**src/rtl/uart_pkg.sv**
```systemverilog
// Shared UART constants: data width, frame format and oversampling.
package uart_pkg;

   localparam int DATA_W     = 8;   // receiver data output width
   localparam int NBITS      = 8;   // data bits per frame
   localparam int OVERSAMPLE = 16;  // rx samples per bit period

   localparam logic START_BIT = 1'b0;
   localparam logic STOP_BIT  = 1'b1;

endpackage

```
**src/rtl/uart_fifo_mem.sv**
```systemverilog
// DEPTH x DATA_W register array: one synchronous write port, one async read port.
module uart_fifo_mem #(
   parameter int DATA_W = 8,
   parameter int DEPTH  = 16,
   parameter int ADDR_W = 4
) (
   input  logic              clk,
   input  logic              we,
   input  logic [ADDR_W-1:0] waddr,
   input  logic [DATA_W-1:0] wdata,
   input  logic [ADDR_W-1:0] raddr,
   output logic [DATA_W-1:0] rdata
);

   logic [DATA_W-1:0] mem_q [DEPTH];
   logic [DATA_W-1:0] mem_d [DEPTH];

   // next array contents: only the addressed entry changes on a write
   always_comb begin
      mem_d = mem_q;
      if (we) mem_d[waddr] = wdata;
   end

   // storage is intentionally not reset; contents are qualified by the pointers
   always_ff @(posedge clk) begin
      mem_q <= mem_d;
   end

   assign rdata = mem_q[raddr];

endmodule

```
**src/rtl/uart_rx_fifo.sv**
```systemverilog
// Receive-side FWFT byte buffer behind the UART receiver, with sticky overflow flag.
module uart_rx_fifo #(
   parameter int DATA_W = uart_pkg::DATA_W,
   parameter int DEPTH  = 16,
   parameter int ADDR_W = 4
) (
   input  logic              clk,
   input  logic              reset,
   input  logic              wr_en,
   input  logic [DATA_W-1:0] wr_data,
   input  logic              rd_en,
   output logic [DATA_W-1:0] rd_data,
   output logic              empty,
   output logic              full,
   output logic [ADDR_W:0]   count,
   output logic              overflow,
   input  logic              clr_ovf
);

   import uart_pkg::*;

   localparam logic [ADDR_W:0] FULL_CNT = (ADDR_W+1)'(DEPTH);

   logic [ADDR_W-1:0] wr_ptr_q, wr_ptr_d;
   logic [ADDR_W-1:0] rd_ptr_q, rd_ptr_d;
   logic [ADDR_W:0]   count_q,  count_d;
   logic              ovf_q,    ovf_d;
   logic              wr_acc, rd_acc, mem_we;
   logic [DATA_W-1:0] mem_rdata;

   // flags come straight from the count register, never from wr_en/rd_en
   assign empty    = (count_q == '0);
   assign full     = (count_q == FULL_CNT);
   assign count    = count_q;
   assign overflow = ovf_q;
   assign rd_data  = empty ? '0 : mem_rdata;

   // accept/next-state logic; a write into a full FIFO is allowed when a pop frees the slot
   always_comb begin
      rd_acc   = rd_en && !empty;
      wr_acc   = wr_en && (!full || rd_en);
      wr_ptr_d = wr_ptr_q;
      rd_ptr_d = rd_ptr_q;
      count_d  = count_q;
      ovf_d    = ovf_q;
      if (wr_acc) wr_ptr_d = wr_ptr_q + ADDR_W'(1);
      if (rd_acc) rd_ptr_d = rd_ptr_q + ADDR_W'(1);
      if (wr_acc && !rd_acc)      count_d = count_q + (ADDR_W+1)'(1);
      else if (rd_acc && !wr_acc) count_d = count_q - (ADDR_W+1)'(1);
      // a dropped byte wins over a same-cycle clear so no overrun goes unreported
      if (wr_en && full && !rd_en) ovf_d = 1'b1;
      else if (clr_ovf)            ovf_d = 1'b0;
      mem_we = wr_acc && !reset;
   end

   // control registers; reset discards everything including same-cycle requests
   always_ff @(posedge clk) begin
      if (reset) begin
         wr_ptr_q <= '0;
         rd_ptr_q <= '0;
         count_q  <= '0;
         ovf_q    <= 1'b0;
      end else begin
         wr_ptr_q <= wr_ptr_d;
         rd_ptr_q <= rd_ptr_d;
         count_q  <= count_d;
         ovf_q    <= ovf_d;
      end
   end

   uart_fifo_mem #(
      .DATA_W (DATA_W),
      .DEPTH  (DEPTH),
      .ADDR_W (ADDR_W)
   ) u_mem (
      .clk   (clk),
      .we    (mem_we),
      .waddr (wr_ptr_q),
      .wdata (wr_data),
      .raddr (rd_ptr_q),
      .rdata (mem_rdata)
   );

endmodule

```
**config.mk**
```make
export PLATFORM = sky130hd
export DESIGN_NAME = uart_rx_fifo
export DESIGN_NICKNAME = d
export VERILOG_FILES = /design/src/rtl/uart_pkg.sv /design/src/rtl/uart_fifo_mem.sv /design/src/rtl/uart_rx_fifo.sv
export SDC_FILE = /design/constraint.sdc
export NUM_CORES = 1
export LEC_CHECK = 0
export ABC_AREA = 1
export ABC_CLOCK_PERIOD_IN_PS = 2900
export BUFFER_PORTS_ARGS = -buffer_cell sky130_fd_sc_hd__buf_2
export CAP_MARGIN = 0
export CORE_MARGIN = 2
export CORE_UTILIZATION = 35
export CTS_CLUSTER_SIZE = 12
export DETAILED_ROUTE_END_ITERATION = 7
export GPL_TIMING_DRIVEN = 0
export PLACE_DENSITY = 0.59
export SETUP_SLACK_MARGIN = 0.15
export SLEW_MARGIN = 20
export SYNTH_ARGS = -nofsm -noshare
export SYNTH_HDL_FRONTEND = slang
export SYNTH_SLANG_ARGS = --single-unit
```
**constraint.sdc**
```tcl
create_clock -name clk -period 2.9 [get_ports clk]
set_input_delay 0.29 -clock clk [delete_from_list [all_inputs] [get_ports clk]]
set_output_delay 0.29 -clock clk [all_outputs]
set_load 0.02 [all_outputs]
```
# Word level (Yosys, flattened, before mapping)
# Index checks and enable logic that the tools add are counted.
[classes] n_addsub=4 magnitude_cmp=3 eq_ne=1 n_mux=11 bitwise=2 reduce_logical=18
[op_table] op="128-bit bitwise mux" count=1
[op_table] op="8-bit binary-select mux with 4-bit select" count=1
[op_table] op="8-bit demux with 4-bit select" count=1
[op_table] op="8-bit two-way mux" count=4
[op_table] op="5-bit >= comparator (second input constant)" count=2
[op_table] op="5-bit two-way mux" count=2
[op_table] op="4-bit inverter with 5-bit output" count=2
[op_table] op="4-bit by 1-bit adder with 4-bit output (second input constant)" count=2
[op_table] op="1-bit logical AND" count=8
[op_table] op="1-bit logical NOT" count=6
[op_table] op="5-bit by 1-bit adder with 5-bit output (second input constant)" count=1
[op_table] op="5-bit == test (second input constant)" count=1
[op_table] op="5-bit logical NOT" count=1
[op_table] op="5-bit by 1-bit < comparator with 1-bit output (second input constant)" count=1
[op_table] op="5-bit by 1-bit subtractor with 5-bit output (second input constant)" count=1
[op_table] op="2-bit nonzero test" count=2
[op_table] op="1-bit two-way mux" count=2
[op_table] op="1-bit logical OR" count=1
[totals] register_bits=142 inputBits=13 word_cells=59

# Logic depth before layout (Yosys ltp)
# Gate-level depths: netlist of run 1.
[logic_depth] word_depth=8 depth_mapped=14

# Modules after synthesis
# Synthesis of run 1 repeated with hierarchy kept, for this count alone.
[hier_totals] cells_unflattened=678 hier_area_um2=6508.7
[modules_own_cells] module="uart_fifo_mem" n_inst=1 cells_each=544 area_per_inst_um2=5609.1
[modules_own_cells] module="uart_rx_fifo" n_inst=1 cells_each=134 area_per_inst_um2=899.6

# Least setup slack after synthesis of run 1
# Ideal clock, no wire load.
[synth_path] path_type="register -> register" from="reg count_q[0] (netlist: count[0])" to="reg count_q[4] (netlist: count[4])" setup_time_ns=0.071 arrival_time_ns=2.166 required_ns=2.829 slack_ns=0.663 path_stages_with_launch=14 n_path_buf=0 path_cell_list="dfxtp_1 > nor2_1 > nand4_1 > nand2_1 > inv_1 > ha_1 > inv_1 > ha_1 > or2_2 > nand2_1 > nand2_1 > nand2_1 > nand2_1 > a21oi_1"
[synth_via] elab_chain_len=7
[synth_lines] item="start: declaration" line_no="uart_rx_fifo.sv:26" text="logic [ADDR_W:0] count_q, count_d;"
[synth_lines] item="start signal: assignment" line_no="uart_rx_fifo.sv:66" text="count_q <= count_d;"
[synth_lines] item="5-bit == test *" line_no="uart_rx_fifo.sv:33" text="assign full = (count_q == FULL_CNT);"
[synth_lines] item="1-bit logical NOT *" line_no="uart_rx_fifo.sv:41" text="wr_acc = wr_en && (!full || rd_en);"
[synth_lines] item="1-bit logical OR *" line_no="uart_rx_fifo.sv:41"
[synth_lines] item="1-bit logical AND *" line_no="uart_rx_fifo.sv:41"
[synth_lines] item="net wr_acc" line_no="uart_rx_fifo.sv:28" text="logic wr_acc, rd_acc, mem_we;"
[synth_lines] item="1-bit logical NOT" line_no="uart_rx_fifo.sv:49" text="else if (rd_acc && !wr_acc) count_d = count_q - (ADDR_W+1)'(1);"
[synth_lines] item="1-bit logical AND" line_no="uart_rx_fifo.sv:49"
[synth_lines] item="2-bit nonzero test (no line)"
# Mark *: on every way through the listed nets, which the timed path passes. The rest lies on a longest branch. The select of a mux whose other input is x is not followed.
# A chain may end at the register's enable or synchronous reset.

# Worst setup path in the final report of run 1
[layout_path] from="reg rd_ptr_q[0]" to="out rd_data[1]"
[layout_via] elab_chain_len=5
[layout_lines] item="start: declaration" line_no="uart_rx_fifo.sv:25" text="logic [ADDR_W-1:0] rd_ptr_q, rd_ptr_d;"
[layout_lines] item="start signal: assignment" line_no="uart_rx_fifo.sv:65" text="rd_ptr_q <= rd_ptr_d;"
[layout_lines] item="4-bit inverter with 5-bit output (not written as such)" line_no="uart_fifo_mem.sv:29" text="assign rdata = mem_q[raddr];"
[layout_lines] item="8-bit binary-select mux with 4-bit select" line_no="uart_fifo_mem.sv:29"
[layout_lines] item="8-bit two-way mux (not written as such) (2 in a row)" line_no="uart_fifo_mem.sv:29"
[layout_lines] item="8-bit two-way mux" line_no="uart_rx_fifo.sv:36" text="assign rd_data = empty ? '0 : mem_rdata;"
[layout_lines] item="end: declaration" line_no="uart_rx_fifo.sv:12" text="output logic [DATA_W-1:0] rd_data,"
# No other way between the ends. The select of a mux whose other input is x is not followed.

==> results of run 1 <==
[power groups by stage]
| stage | registers (mW) | logic, mW | clock network [mW] |
|---|---|---|---|
| after floorplan | 2.43 | 1.07 | 0 |
| after global placement | 2.40 | 1.61 | 0 |
| after detailed placement | 2.40 | 1.64 | 0 |
| after CTS | 2.36 | 1.64 | 2.42 |
| after global routing | 2.37 | 1.85 | 2.51 |
| final | 2.36 | 1.65 | 2.39 |
[area by class of cell]
type	instances	share of cell area, %
buffer	22	1.78
clock buffer	19	6.04
clock inverter	13	3.06
inverter	22	1.15
multi-input combinational	398	24.5
sequential	142	57.6
tap	225	3.93
timing repair buffer	28	1.96
[state kept, by name (all words and copies together) (netlist names)]
name / cells
u_mem.mem_q: 128
count: 5
rd_ptr_q: 4
wr_ptr_q: 4
overflow: 1
[worst max-delay path, delay by kind of cell (launching register included)]
kind	cells	cell delay, ps
simple gates	6	690
buf+inv	3	680
flops	1	400
[cells in the final DEF, fill, tap and decap left out]
| cell type | count |
|---|---|
| a21oi_1 | 33 |
| buf_2 | 40 |
| buf_4 | 5 |
| buf_8 | 1 |
| bufinv_16 | 6 |
| clkbuf_1 | 6 |
| clkbuf_16 | 17 |
| clkinv_1 | 3 |
| clkinv_2 | 3 |
| clkinv_4 | 1 |
| clkinvlp_4 | 1 |
| dfxtp_1 | 14 |
| edfxtp_1 | 128 |
| fa_1 | 1 |
| ha_1 | 9 |
| inv_1 | 19 |
| inv_2 | 2 |
| nand2_1 | 231 |
| nand2_2 | 2 |
| nand3_1 | 47 |
| nand3_2 | 1 |
| nand4_1 | 2 |
| nor2_1 | 58 |
| nor2_8 | 1 |
| o21ai_0 | 7 |
| or2_2 | 1 |
| xor2_1 | 5 |
[stage by stage]
step           utilization [%]  cell area [sq um]  worst slack (ps)  instances  hold slack, ps
6_report                  41.7               7170               426        869             120
5_1_grt                   41.7               7170               162        869             119
4_1_cts                   41.7               7170               436        869             115
3_5_place_dp              37.9               6510               459        837             475
3_3_place_gp              37.9               6510               507        837             455
2_1_floorplan                -               6090               663        584             389
[per-layer routing]
metal  vias to the layer above  global-route usage, %  share of wire, %
met5                         -                      0                 0
met4                         0                   7.47               2.4
met3                        25                   3.65               5.2
met2                       128                   26.6                46
met1                      1935                   22.8                46
li1                       2050                      -                 -
[logic make-up (layout without fill, tap and decap cells)]
kind of cell | count (synthesis) | in the layout | synth area share [%]
AND/OR/NAND/NOR | 343 | 343 | 22.7
flip-flops | 142 | 142 | 67.7
buffers and inverters | 44 | 104 | 3.45
AO/OA/AOI/OAI | 40 | 40 | 3.29
adder cells (fa/ha/maj) | 10 | 10 | 2.18
XOR/XNOR | 5 | 5 | 0.719
[path summary, 6_finish.rpt]
| kind | from | end | slack, ps | depth (start not counted) |
|---|---|---|---|---|
| max reg2reg | count[2] | count[4] | 450 | 13 |
| max | rd_ptr_q[0] | rd_data[1] | 430 | 9 |
| min | clr_ovf | overflow | 120 | 4 |
| min reg2reg | overflow | overflow | 480 | 2 |
==> impl_metrics.py, run 1 <==
metrics = {
    "timing": {
        "drv_slew": 0,
        "hold_violations": 0,
        "clock.fmax_mhz": 404,
        "min_period_ps": 2470,
        "fin_crit_sh_pct": 85.3,
        "rsz0062_at_grt": "no",
        "slew_headroom_pct": 44.8,
        "tightest_slew_ps": 825,
        "setup_tns_ps": 0,
        "setup_viol_count_final": 0,
        "finClkSkew_ps": 6.35,
    },
    "cts": {
        "hold_buffers": 0,
        "post-cts-setup-buffer-count": 0,
        "clock-sinks": 142,
        "cts_resized": 0,
        "cts.clk_slew.worst_paths_ps": 50,
        "clock_tree.root_cell": "clkbuf_16",
        "h-tree-depth": 4,
        "worstSkewPairLatency_ps": 420,
        "cts_buffer_depth": 2,
        "tritoncts": "done",
        "cts_buffers": 17,
    },
    "synth": {
        "synth.most_common_cell": "nand2_1",
        "syn-num-nets": 607,
        "synth-edff-count": 128,
        "synthesis.instances": 584,
        "ys_seq_area_share_pct": 67.7,
        "synth_top_area_share_pct": 63.1,
        "synth_warnings": 0,
        "async_flop_share_pct": 0,
        "yosys_most_used_dff": "edfxtp_1",
        "avgSynthCellArea_sq_um": 10.4,
        "synth_cell_types": 22,
        "synth_common_cells": "nand2_1, edfxtp_1, nor2_1, nand3_1, a21oi_1",
        "synth-seq-cells": 142,
        "yosys.area.top_type": "edfxtp_1",
        "synth_area_sq_um": 6090,
        "synth.area.top_cells": "edfxtp_1, nand2_1, dfxtp_1, nand3_1, nor2_1",
    },
    "setup_path": {
        "critical_path.cell_chain": "buf_4 -> buf_2 -> nand2_1 -> nand3_1 -> nand3_1 -> nand2_1 -> nand2_1 -> nor2_1 -> buf_2",
        "cp_max_fo": 10,
        "critPathLaunchType": "register",
        "crit_arrival_ps": 2180,
        "cp-end-kind": "primary output",
        "path_class": "reg -> out",
        "cp_slowest_cell": "dfxtp_1",
        "cp.required_ps": 2610,
        "timing.critical_path.mode_cell": "nand2_1",
        "slowest_delay_ps": 400,
    },
    "floorplanning": {
        "die_h_um": 136,
        "io_pins": 29,
        "die-width_um": 136,
        "design.core.area_sq_um": 17200,
        "initial_core_util_pct": 35.5,
        "rows": 48,
        "dieArea_sq_um": 18500,
    },
    "cells_and_area": {
        "drive_above_1_share_pct": 12.6,
        "n_antenna_cell": 0,
        "multi_input_area_sq_um": 1760,
        "syn2layout_area_growth_pct": 17.6,
        "fin_nets": 654,
        "nFillCells": 1673,
        "register_area_sq_um": 4120,
    },
    "detailed_routing": {
        "via_per_inst": 4.76,
        "drtIter0Drc": 319,
        "wl_mm": 14.4,
        "drcViolationCount": 0,
        "postRouteAntennaNets": 0,
        "wl_per_cell_um": 16.6,
        "vias": 4138,
        "firstDrtPassIters": 5,
    },
    "power_and_ir_drop": {
        "cell_internal_pwr_mw": 4.40,
        "seqPwrFrac_pct": 36.9,
        "p_clk_share_pct": 37.3,
        "switchingPower_mw": 2.00,
        "p_comb_share_pct": 25.7,
        "irDropWorstVdd_v": 0.000652,
        "power_mw": 6.40,
        "swShare_pct": 31.3,
        "power_density_nw_per_um2": 893,
        "leakage_nw": 2.87,
    },
    "global_routing": {
        "gr-total-overflow": 0,
        "grt_pass1_vias": 4011,
        "antenna_found_initial": 0,
        "grt_pass1_wl_mm": 22.6,
        "grt_max_degree": 17,
        "grt_usage_pct": 17.0,
    },
    "hold_path": {
        "hp-class": "in -> reg",
    },
    "outcome": {
        "status": "completed",
    },
    "placement": {
        "numPortBuffers": 28,
        "place.gp.congestion": 0.865,
        "dp_hpwl_mm": 9.92,
    },
    "run": {
        "drv_cap": 0,
    },
}
Power figures use the tool's default switching activity.
==> inputs of run 2 (changes only) <==
ABC_AREA = default   (was 1)
CORE_MARGIN = default   (was 2)
MAX_ROUTING_LAYER = met4   (was default)
==> run 2 against run 1 <==
Net effect: non-clock buffer count is 3 lower; cell count is 32% lower; critical path depth is 2 higher; cell area is 3.0% lower; worst hold slack better by 19 ps; power is 4.9% lower; first-iteration DRC count is 41% lower.
==> impl_metrics.py, run 2 <==
metrics = {
    "outcome": {
        "status": "completed",
    },
    "cells_and_area": {
        "nFillCells": 1389,
        "syn2layout_area_growth_pct": 19.7,
        "final_cell_mix": "edfxtp_1, mux4_2, buf_2",
        "drive_above_1_share_pct": 33.0,
        "layout_commonest_cell": "edfxtp_1",
        "n_antenna_cell": 0,
        "regMostFlops": "u_mem.mem_q",
        "fin_nets": 390,
        "largest_reg_flops": 128,
    },
    "synth": {
        "async_flop_share_pct": 0,
        "ys_seq_area_share_pct": 71.0,
        "syn-num-nets": 343,
        "synth_common_cells": "edfxtp_1, mux4_2, nor2_1, a211oi_1, dfxtp_1",
        "yosys.area.top_type": "edfxtp_1",
        "synth-edff-count": 128,
        "synth.most_common_cell": "edfxtp_1",
        "synth-seq-cells": 142,
        "avgSynthCellArea_sq_um": 18.2,
        "synth_area_sq_um": 5810,
        "synthesis.instances": 320,
        "synth_top_area_share_pct": 66.2,
        "synth_cell_types": 35,
        "synth_warnings": 0,
        "yosys_most_used_dff": "edfxtp_1",
        "synth.area.top_cells": "edfxtp_1, mux4_2, dfxtp_1, a211oi_1, ha_1",
    },
    "cts": {
        "cts_buffers": 17,
        "cts_buffer_depth": 2,
        "clock_tree.root_cell": "clkbuf_16",
        "hold_buffers": 0,
        "h-tree-depth": 4,
        "clock-sinks": 142,
        "cts.clk_slew.worst_paths_ps": 60,
        "worstSkewPairLatency_ps": 410,
        "tritoncts": "done",
    },
    "floorplanning": {
        "die_h_um": 131,
        "initial_core_util_pct": 36.2,
        "rows": 46,
        "dieArea_sq_um": 17100,
        "design.core.area_sq_um": 16100,
        "io_pins": 29,
        "die-width_um": 131,
    },
    "global_routing": {
        "antenna_found_initial": 0,
        "grt_usage_pct": 15.6,
        "gr-total-overflow": 0,
        "grt_pass1_wl_mm": 18.1,
        "grt_pass1_vias": 3162,
        "grt_max_degree": 17,
    },
    "timing": {
        "tightest_slew_ps": 945,
        "fin_crit_sh_pct": 92.9,
        "finClkSkew_ps": 4.44,
        "slew_headroom_pct": 36.8,
        "hold_violations": 0,
        "min_period_ps": 2690,
        "drv_slew": 0,
        "rsz0062_at_grt": "yes",
        "holdWs_ps": 139,
        "clock.fmax_mhz": 371,
        "finalWorstSetupSlack_ps": 205,
        "setup_viol_count_final": 0,
    },
    "power_and_ir_drop": {
        "switchingPower_mw": 1.75,
        "p_clk_share_pct": 35.9,
        "p_comb_share_pct": 25.3,
        "swShare_pct": 28.7,
        "irDropWorstVdd_v": 0.000443,
        "cell_internal_pwr_mw": 4.34,
        "seqPwrFrac_pct": 38.8,
        "power_density_nw_per_um2": 876,
        "leakage_nw": 2.24,
    },
    "setup_path": {
        "startpoint": "count[0]",
        "cp_max_fo": 6,
        "critical_path.cell_chain": "or4_4 -> buf_6 -> o31ai_4 -> inv_2 -> ha_4 -> inv_6 -> ha_4 -> a21oi_2 -> a211oi_1 -> a31oi_1 -> mux2_2",
        "regToRegSetupSlack_ps": 210,
        "cp-end-kind": "register",
        "critPathLaunchType": "register",
        "r2r_start": "count[0]",
        "cp_slowest_cell": "or4_4",
        "path_buf_inv": 3,
        "critPathTopFamily": "compound AO/OA/AOI/OAI gates",
        "path_class": "reg -> reg",
        "slowest_delay_ps": 540,
        "crit_arrival_ps": 3000,
        "timing.critical_path.mode_cell": "ha_4",
        "cp.required_ps": 3200,
    },
    "detailed_routing": {
        "via_per_inst": 4.99,
        "wl_per_cell_um": 19.3,
        "drcViolationCount": 0,
        "vias": 2971,
        "wl_mm": 11.5,
        "firstDrtPassIters": 4,
        "drtIter0Drc": 187,
        "postRouteAntennaNets": 0,
    },
    "placement": {
        "place.gp.congestion": 0.784,
        "place_ws_ps": -71.9,
        "numPortBuffers": 27,
        "dp_hpwl_mm": 7.54,
    },
    "hold_path": {
        "min-delay-start": "clr_ovf",
        "hp-class": "in -> reg",
    },
    "run": {
        "drv_cap": 0,
    },
}
==> run 2: tightest hold or removal path: cells and delay by family <==
kind,cells,cell delay [ps]
AND/OR/NAND/NOR,1,90
buffers and inverters,1,70
AO/OA/AOI/OAI,1,50
==> run 2: power groups by stage <==
stage                     clock (mW)  sequential (mW)  combinational [mW]
after floorplan                    0             2.42                1.03
after global placement             0             2.40                1.46
after detailed placement           0             2.40                1.47
after CTS                       2.23             2.36                1.50
after global routing            2.31             2.37                1.67
final                           2.19             2.36                1.54
==> run 2: metal layers <==
| layer | GRT usage, % | up-vias | part of all wire [%] |
|---|---|---|---|
| li1 | - | 1366 | - |
| met1 | 18.4 | 1519 | 43 |
| met2 | 25.3 | 67 | 51 |
| met3 | 3.99 | 19 | 3.9 |
| met4 | 6.36 | 0 | 1.4 |
| met5 | - | - | 0 |
==> run 2: cells by family (layout without fill, tap and decap cells) <==
logic type      count (synthesis)  after routing  share of synthesized area (%)
compound gates                 32             32                           4.16
xor+xnor                        7              7                           1.06
fa+ha+maj                      10             10                           2.28
mux                            44             44                           14.5
buf+inv                        26             85                           2.26
simple gates                   59             59                           4.74
flops                         142            142                           71.0
==> run 2: per-stage QoR <==
stage	std cells	cell area [sq um]	setup TNS [ps]	total power, mW	utilization [%]
6_report	595	6950	0	6.09	43.3
3_3_place_gp	563	6260	-21.1	3.86	39.0
4_1_cts	595	6910	0	6.09	43.0
5_1_grt	595	6950	0	6.36	43.3
3_5_place_dp	563	6280	-71.9	3.87	39.1
2_1_floorplan	320	5860	0	3.45	-
==> run 2: what timing repair did <==
action	4_1_cts	5_1_grt
setup endpoints to repair	9	9
pin swaps	1	1
cloned	0	0
gates resized for setup	4	12
setup buffers	1	1
endpoints found under the hold margin	0	0
==> run 2: cell type report <==
class / instances / area [sq um] / share of cell area (%)
multi-input cells: 152 / 1650 / 23.7
clock buffers: 18 / 429 / 6.17
clock inverters: 13 / 164 / 2.36
plain buffers: 18 / 128 / 1.84
flip-flops and latches: 142 / 4130 / 59.4
inverters: 7 / 31.3 / 0.450
well taps: 216 / 270 / 3.89
repair buffers: 29 / 150 / 2.16
==> run 2: path summary, 6_finish.rpt <==
check | end | cells after the start
max | count[4] | 11
min | overflow | 3
max reg2reg | count[4] | 11
min reg2reg | overflow | 2
==> inputs of run 3 (changes only) <==
CELL_PAD_IN_SITES_DETAIL_PLACEMENT = 1   (was default)
CELL_PAD_IN_SITES_GLOBAL_PLACEMENT = 1   (was default)
PLACE_DENSITY = 0.65   (was 0.59)
==> run 3 against run 2 <==
Net effect: utilization grew 0.19 points; setup slack worse by 22 ps; clock skew grew 4.4 ps; flip-flop and latch count unchanged; via count increased by 2.0%; combinational power is 6% higher; cell count is 1.0% higher; worst hold slack gained 2.8 ps; non-clock buffer count grew 7; wire length is 9.3% higher; first-iteration DRC count shrank 24%; sequential power is essentially flat; critical path type unchanged.
==> impl_metrics.py, run 3 (synthesis gave the netlist of run 2 again) <==
metrics = {
    "setup_path": {
        "r2r_start": "count[0]",
        "cp.required_ps": 3210,
        "cp_slowest_cell": "or4_4",
        "path_class": "reg -> reg",
        "r2r_cells": 11,
        "crit_arrival_ps": 3020,
        "timing.critical_path.mode_cell": "ha_4",
        "critPathTopFamily": "compound AO/OA/AOI/OAI gates",
        "endpoint": "count[4]",
        "critPathLaunchType": "register",
        "slowest_delay_ps": 530,
        "cp-end-kind": "register",
        "regToRegSetupSlack_ps": 180,
        "path_buf_inv": 3,
        "worst-path-stages": 11,
        "startpoint": "count[0]",
        "cp_max_fo": 6,
        "critical_path.cell_chain": "or4_4 -> buf_6 -> o31ai_4 -> inv_2 -> ha_4 -> inv_6 -> ha_4 -> a21oi_2 -> a211oi_1 -> a31oi_1 -> mux2_2",
        "reg2reg_to": "count[4]",
    },
    "floorplanning": {
        "io_pins": 29,
        "rows": 46,
        "die-width_um": 131,
        "die_h_um": 131,
        "design.core.area_sq_um": 16100,
        "dieArea_sq_um": 17100,
        "initial_core_util_pct": 36.2,
    },
    "cts": {
        "clock_tree.root_cell": "clkbuf_16",
        "h-tree-depth": 4,
        "hold_buffers": 0,
        "cts_buffers": 17,
        "clock-sinks": 142,
        "cts_buffer_depth": 2,
        "tritoncts": "done",
        "worstSkewPairLatency_ps": 420,
        "cts.clk_slew.worst_paths_ps": 60,
    },
    "timing": {
        "hold_violations": 0,
        "fin_crit_sh_pct": 93.7,
        "min_period_ps": 2720,
        "slew_headroom_pct": 37.1,
        "setup_tns_ps": 0,
        "rsz0062_at_grt": "yes",
        "clock.fmax_mhz": 368,
        "setup_viol_count_final": 0,
        "drv_slew": 0,
        "tightest_slew_ps": 939,
        "finClkSkew_ps": 8.87,
        "finalWorstSetupSlack_ps": 184,
    },
    "detailed_routing": {
        "drcViolationCount": 0,
        "vias": 3030,
        "drtIter0Drc": 143,
        "wl_mm": 12.5,
        "postRouteAntennaNets": 0,
        "firstDrtPassIters": 5,
        "via_per_inst": 5.04,
        "wl_per_cell_um": 20.9,
    },
    "hold_path": {
        "hp-class": "in -> reg",
    },
    "cells_and_area": {
        "nFillCells": 1534,
        "multi_input_area_sq_um": 1670,
        "largest_reg_flops": 128,
        "n_antenna_cell": 0,
        "drive_above_1_share_pct": 35.1,
        "layout_commonest_cell": "edfxtp_1",
        "regMostFlops": "u_mem.mem_q",
        "final_cell_mix": "edfxtp_1, mux4_2, buf_2",
        "fin_nets": 397,
        "syn2layout_area_growth_pct": 20.2,
        "register_area_sq_um": 4130,
    },
    "global_routing": {
        "grt_pass1_wl_mm": 19.0,
        "grt_pass1_vias": 3185,
        "gr-total-overflow": 0,
        "grt_max_degree": 17,
        "antenna_found_initial": 0,
        "grt_usage_pct": 16.6,
    },
    "power_and_ir_drop": {
        "power_density_nw_per_um2": 867,
        "irDropWorstVdd_v": 0.000480,
        "leakage_nw": 2.26,
        "power_mw": 6.06,
    },
    "placement": {
        "numPortBuffers": 27,
        "place_ws_ps": -73.1,
        "place.gp.congestion": 0.733,
        "dp_hpwl_mm": 8.17,
    },
    "run": {
        "drv_cap": 0,
    },
    "outcome": {
        "status": "completed",
    },
}
==> run 3: cell types whose count changed in the layout (fill, tap and decap cells not counted), moves of 2 or more <==
cell        delta
a211oi_1       -4
a211oi_2       +4
buf_4          +8
clkinv_4       -2
clkinvlp_4     +2
inv_6          -2
==> run 3: layout make-up <==
type,count,share of cell area [%]
plain buffers,18,1.79
clock buffers,18,6.15
clock inverters,12,1.76
inverters,7,0.448
multi-input cells,152,23.9
flip-flops and latches,142,59.2
well taps,216,3.87
repair buffers,36,2.90
==> run 3: what timing repair did <==
item,in CTS,in global routing
hold endpoints to repair,0,0
gates resized for setup,8,14
setup endpoints to repair,10,17
gates cloned,0,0
buffers inserted,2,4
pin swaps,2,3
==> run 3: routing by layer <==
metal	vias up	GRT usage, %	part of all wire [%]
li1	1377	-	-
met1	1589	20.3	45
met2	45	26.3	50
met3	19	3.75	2.8
met4	0	7.71	2.2
met5	-	-	0
==> run 3: how the worst min path moves through the flow <==
stage | start | end | cells after the start
after floorplan | wr_data[0] | u_mem.mem_q[0] | 0
after global placement | overflow | overflow | 2
after detailed placement | overflow | overflow | 2
after CTS | clr_ovf | overflow | 3
after global routing | clr_ovf | overflow | 3
final | clr_ovf | overflow | 3
==> run 3: report_power, final <==
part           switching [mW]  internal (mW)  leakage, nW
combinational           0.901          0.735        0.727
clock                   0.809           1.25        0.263
sequential             0.0652           2.30         1.27
==> run 3: stage by stage <==
stage	utilization [%]	hold slack, ps	instances	instance area, sq um
after floorplan	-	389	320	5860
after global placement	39.0	460	563	6260
after detailed placement	39.3	474	566	6300
after global routing	43.5	178	601	6980
final	43.5	142	601	6980
after CTS	43.0	127	598	6910
==> run 3: worst min-delay path, stage by stage <==
cell and delay (ps):
buf_2 70, nand2b_1 90, a21oi_1 60
